### src/rtl/ws2812_frame_arbiter_pkg.sv
// Shared definitions for the WS2812 frame arbiter: FSM encoding and
// strip geometry constants.
package ws2812_frame_arbiter_pkg;

  // Each WS2812 LED takes one byte each of G, R and B.
  localparam int BYTES_PER_LED = 3;

  typedef enum logic [1:0] {
    ST_IDLE   = 2'd0,
    ST_GRANT  = 2'd1,
    ST_STREAM = 2'd2,
    ST_LATCH  = 2'd3
  } arb_state_e;

endpackage

### src/rtl/ws2812_rr_select.sv
// Winner selection among frame-ready sources.
// Default: round-robin, search begins at ptr and wraps.
// WS2812_ARB_FIXED_PRIORITY_EN: lowest set index wins, ptr ignored.
module ws2812_rr_select #(
  parameter int SOURCES = 2
) (
  input  logic [SOURCES-1:0]         trigger,
  input  logic [$clog2(SOURCES)-1:0] ptr,
  output logic [$clog2(SOURCES)-1:0] idx,
  output logic                       valid
);
  localparam int IDW = $clog2(SOURCES);

`ifdef WS2812_ARB_FIXED_PRIORITY_EN
  logic unused_ptr;
  assign unused_ptr = ^ptr;

  // Scan downward so the lowest set index is the last (winning) write.
  always_comb begin
    idx   = '0;
    valid = 1'b0;
    for (int i = SOURCES - 1; i >= 0; i--) begin
      if (trigger[i]) begin
        idx   = IDW'(i);
        valid = 1'b1;
      end
    end
  end
`else
  // Walk ptr, ptr+1, ... with wrap; first set trigger wins.
  always_comb begin
    int j;
    idx   = '0;
    valid = 1'b0;
    j     = 0;
    for (int i = 0; i < SOURCES; i++) begin
      j = int'(ptr) + i;
      if (j >= SOURCES) j = j - SOURCES;
      if (!valid && trigger[j]) begin
        idx   = IDW'(j);
        valid = 1'b1;
      end
    end
  end
`endif

endmodule

### src/rtl/ws2812_frame_arbiter.sv
// Shares one WS2812 strip driver between SOURCES pattern generators.
// A granted source streams one full frame (LEDS*3 bytes), then the strip
// is held idle for LATCH_CYCLES before the next grant.
// Build option: WS2812_ARB_FIXED_PRIORITY_EN selects fixed priority
// (lowest index) instead of round-robin.
module ws2812_frame_arbiter
  import ws2812_frame_arbiter_pkg::*;
#(
  parameter int SOURCES      = 2,
  parameter int LEDS         = 32,
  parameter int LATCH_CYCLES = 800000
) (
  input  logic                       clk,
  input  logic                       rst,
  input  logic [SOURCES-1:0]         src_trigger,
  input  logic [SOURCES*8-1:0]       src_color,
  output logic [SOURCES-1:0]         src_data_request,
  output logic                       drv_start,
  input  logic                       drv_data_request,
  output logic [7:0]                 drv_color,
  output logic [$clog2(SOURCES)-1:0] grant_id,
  output logic                       frame_active
);
  localparam int IDW         = $clog2(SOURCES);
  localparam int FRAME_BYTES = LEDS * BYTES_PER_LED;
  localparam int BCW         = $clog2(FRAME_BYTES);
  localparam int LCW         = $clog2(LATCH_CYCLES + 1);

  arb_state_e                 state, state_nxt;
  logic [BCW-1:0]             byte_cnt;
  logic [LCW-1:0]             latch_cnt;
  logic [IDW-1:0]             sel_ptr, sel_idx;
  logic                       sel_valid;
  logic [SOURCES-1:0][7:0]    color_lanes;
  logic                       last_byte;

  assign color_lanes = src_color;
  assign last_byte   = (byte_cnt == BCW'(FRAME_BYTES - 1));

  ws2812_rr_select #(.SOURCES(SOURCES)) u_sel (
    .trigger (src_trigger),
    .ptr     (sel_ptr),
    .idx     (sel_idx),
    .valid   (sel_valid)
  );

`ifdef WS2812_ARB_FIXED_PRIORITY_EN
  assign sel_ptr = '0;
`else
  // Pointer holds the index searched first: one past the last winner.
  always_ff @(posedge clk or negedge rst) begin
    if (!rst)                                 sel_ptr <= '0;
    else if (state == ST_IDLE && sel_valid)   sel_ptr <= (sel_idx == IDW'(SOURCES - 1)) ? '0 : sel_idx + 1'b1;
  end
`endif

  // State register.
  always_ff @(posedge clk or negedge rst) begin
    if (!rst) state <= ST_IDLE;
    else      state <= state_nxt;
  end

  // Next-state decode; triggers only matter in IDLE, data requests only in STREAM.
  always_comb begin
    state_nxt = state;
    unique case (state)
      ST_IDLE:   if (sel_valid) state_nxt = ST_GRANT;
      ST_GRANT:  state_nxt = ST_STREAM;
      ST_STREAM: if (drv_data_request && last_byte) state_nxt = ST_LATCH;
      ST_LATCH:  if (latch_cnt == '0) state_nxt = ST_IDLE;
      default:   state_nxt = ST_IDLE;
    endcase
  end

  // Grant latch, byte counter and latch-gap counter.
  always_ff @(posedge clk or negedge rst) begin
    if (!rst) begin
      grant_id  <= '0;
      byte_cnt  <= '0;
      latch_cnt <= '0;
    end else begin
      unique case (state)
        ST_IDLE:   if (sel_valid) grant_id <= sel_idx;
        ST_GRANT:  byte_cnt <= '0;
        ST_STREAM: if (drv_data_request) begin
                     if (last_byte) latch_cnt <= LCW'(LATCH_CYCLES - 1);
                     else           byte_cnt  <= byte_cnt + 1'b1;
                   end
        ST_LATCH:  if (latch_cnt != '0) latch_cnt <= latch_cnt - 1'b1;
        default:   ;
      endcase
    end
  end

  // Driver-side outputs; the byte path is combinational so the driver sees
  // the granted source's byte and the consume strobe in the same cycle.
  always_comb begin
    drv_start        = (state == ST_GRANT);
    frame_active     = (state == ST_GRANT) || (state == ST_STREAM);
    drv_color        = 8'h00;
    src_data_request = '0;
    if (state == ST_STREAM) begin
      drv_color                  = color_lanes[grant_id];
      src_data_request[grant_id] = drv_data_request;
    end
  end

endmodule
### config.mk
export PLATFORM = sky130hd
export DESIGN_NAME = ws2812_frame_arbiter
export DESIGN_NICKNAME = d
export VERILOG_FILES = /design/src/rtl/ws2812_frame_arbiter_pkg.sv /design/src/rtl/ws2812_rr_select.sv /design/src/rtl/ws2812_frame_arbiter.sv
export SDC_FILE = /design/constraint.sdc
export NUM_CORES = 1
export LEC_CHECK = 0
export CORE_MARGIN = 4
export CORE_UTILIZATION = 30
export CTS_BUF_LIST = sky130_fd_sc_hd__clkbuf_4 sky130_fd_sc_hd__clkbuf_8
export CTS_CLUSTER_SIZE = 28
export DETAILED_ROUTE_END_ITERATION = 7
export GPL_ROUTABILITY_DRIVEN = 0
export PLACE_DENSITY = 0.46
export SYNTH_ARGS = -nofsm -noshare
export SYNTH_HDL_FRONTEND = slang
export SYNTH_HIERARCHICAL = 1
export SYNTH_SLANG_ARGS = --single-unit
### constraint.sdc
create_clock -name clk -period 6.2 [get_ports clk]
set_input_delay 0.62 -clock clk [delete_from_list [all_inputs] [get_ports clk]]
set_output_delay 0.62 -clock clk [all_outputs]
set_load 0.03 [all_outputs]
==> results.txt <==
status = finished clean
Sw Share = 46.3%
Clock Tree Root = clkbuf_8
WHS Path Cells = 2
Area after DPL = 2470 sq um
post-route cell area = 2550 sq um
Crit Reg-Reg Endpoint = latch_cnt[18]
initial antenna violation count = 0
layout net count = 292
Initial Utilization = 31.7%
Cells after Synth = 229
DRT Pass-1 Iters = 4
core footprint = 6490 sq um
H-tree Lvls = 2
global-route wire length before repair = 8760 um
I/O pin cnt = 34
Endpoint, Worst Hold = sel_ptr
Clk pwr share = 14.5%
clock sink total = 31
share of layout cells above drive strength 1 = 9.09%
peak supply drop = 0.315 mV
type of the tightest min-delay check = flop to flop
Die Y = 90.9 um
post-synth top area cell = dfrtp_1
Residual DRC = 0
Setup crit start kind = flop
cell leakage power = 1.11 nW
GRT Util Overall = 13.0%
Slew @ Worst Pin = 0.918 ns
detail-routed via count per cell = 5.38
WHS = 0.480 ns
post-detailed-routing wire length = 5050 um
worst-path maximum fanout = 14
via count = 1,836
row cnt = 29
clock buffer count from CTS = 5
async set or reset register ratio after synthesis = 100%
slew margin rel. = 38.3%
critical path class = flop to primary output
CTS clk-pin slew, worst paths = 0.07 ns
synth unique cells = 45
unrepaired setup endpoints after global routing = false
Sequential Power Share = 33.3%
TritonCTS clock tree = yes
hpwl dp = 3740 um
Mapped Avg Cell Area = 9.00 sq um
slack of the critical path = 3.11 ns
final setup fails = 0
clock skew = 0.0110 ns
share of the synthesized area in the top cell type = 37.6%
Post-synth EDFFs = 0
Hold-fix buffers, CTS = 0
Place WS = 3.02 ns
synthesis-to-finish area growth = 24.0%
most numerous cell in the Yosys netlist = dfrtp_1
Syn. warnings = 6
Post-CTS Setup Bufs = 0
largest net degree at the start of global routing = 32
Hold Fails Final Rpt = 0
synthesized area = 2060 sq um
max cap viols = 0
Post-synth top flop = dfrtp_1
# port buffers = 33
post-route ant nets = 0
setup tns final = 0 ns
Power per Cell Area = 441 nW/um^2
Yosys reg bits = 31
fmax = 0.323 GHz
Worst EP required = 5.58 ns
grt ovf = 0
# fillers = 648
Reg2Reg Setup Slack = 3.15 ns
Internal = 605 uW
net switching power figure = 521 uW
r2r startpoint = state[0]
depth of the most critical reg-to-reg path = 7
Skew-Pair Late Insertion Delay = 0.28 ns
register area share after synthesis = 37.6%
CP endpoint kind = primary output
vias in the first global route = 1,733
Post-Syn Nets = 258
full die area = 8260 sq um
Slew Limit Fails = 0
initial DRC count = 69
Post-synth top cells = 31 x dfrtp_1, 23 x nor2_1, 18 x nand2_1
Max clock buf depth = 2
Tot Pwr = 1.13 mW
Hold Startpoint = sel_ptr
DIE WIDTH = 90.9 um
CP arrival = 2.47 ns
Gate power share = 52.2%
post_cts resized = 0
largest cells by area after synthesis = dfrtp_1 38%, ha_1 4.9%, mux2i_1 4.9%, nor2_1 4.2%, o21ai_0 3.6%
WL/cell = 14.8 um
Period minus WS final = 3.09 ns
Antenna diodes = 0
Tcrit/Tclk final = 49.9%
-- routing by layer --
metal	track usage, %	wire length [um]	up-vias
met2	19.8	2190	48
met5	0	0	-
met4	3.39	66	0
li1	-	-	922
met1	17.5	2500	859
met3	4.42	299	7
-- per-stage QoR --
stage / util [%] / std cells
2_1_floorplan: - / 229
3_3_place_gp: 38.0 / 333
3_5_place_dp: 38.0 / 333
4_1_cts: 39.3 / 341
5_1_grt: 39.3 / 341
6_report: 39.3 / 341
-- layout make-up --
| class | instances | area, sq um | area share (%) |
|---|---|---|---|
| clock inverter | 1 | 5.00 | 0.196 |
| timing repair buffer | 34 | 338 | 13.2 |
| multi-input combinational | 182 | 1220 | 47.8 |
| tap | 77 | 96.3 | 3.77 |
| inverter | 9 | 33.8 | 1.32 |
| sequential | 31 | 776 | 30.4 |
| clock buffer | 7 | 83.8 | 3.28 |
-- state kept, by name (all words and copies together) (netlist names) --
register	flops
byte_cnt	7
grant_id	1
latch_cnt	20
sel_ptr	1
state	2
-- logic make-up after synthesis --
group | synth area share, %
muxes | 5.95
xor gates and xnor gates | 2.55
adders and majority gates | 4.86
buffers and inverters | 3.34
AOI/OAI and AO/OA | 15.1
and+or+nand+nor | 30.6
DFF | 37.6
-- placed cells by master, fill, tap and decap left out, drive strengths merged, types with 2 or more instances in the layout --
| cell type | netlist | routed |
|---|---|---|
| or2 | 3 | 3 |
| or3 | 7 | 7 |
| clkdlybuf4s50 | 0 | 33 |
| clkbuf | 5 | 7 |
| o21ai | 16 | 16 |
| ha | 8 | 8 |
| or4 | 9 | 9 |
| o211ai | 3 | 3 |
| nand3 | 11 | 11 |
| nand3b | 2 | 2 |
| xor2 | 6 | 6 |
| nand4 | 10 | 10 |
| nand2 | 18 | 18 |
| a21oi | 8 | 8 |
| dfrtp | 31 | 31 |
| mux2 | 2 | 2 |
| nor3 | 5 | 5 |
| a21o | 4 | 4 |
| o31ai | 7 | 7 |
| o21a | 2 | 2 |
| a22o | 4 | 4 |
| mux2i | 10 | 10 |
| nor4 | 9 | 9 |
| and3 | 5 | 5 |
| nor2 | 24 | 24 |
| inv | 8 | 8 |
| clkinv | 1 | 2 |
-- how the worst max path moves through the flow --
stage,startpoint,to,cells after the start
after CTS,state[0],drv_color[4],5
final,state[0],drv_color[4],5
after global routing,state[0],latch_cnt[18],7
after global placement,drv_data_request,latch_cnt[18],6
after floorplan,grant_id,drv_color[0],3
after detailed placement,drv_data_request,latch_cnt[18],6
-- critical path, cell delays in order (launching register included) --
cell	delay [ns]
dfrtp_1	0.40
inv_1	0.13
ha_1	0.48
inv_1	0.32
nor2_1	0.18
clkdlybuf4s50_1	0.68
-- power groups by stage --
stage	combinational [mW]	clock [mW]	sequential, mW
final	0.588	0.163	0.376
after global routing	0.658	0.181	0.394
after CTS	0.596	0.170	0.377
after detailed placement	0.591	0	0.381
after global placement	0.595	0	0.380
after floorplan	0.447	0	0.349
Power figures use the tool's default switching activity.
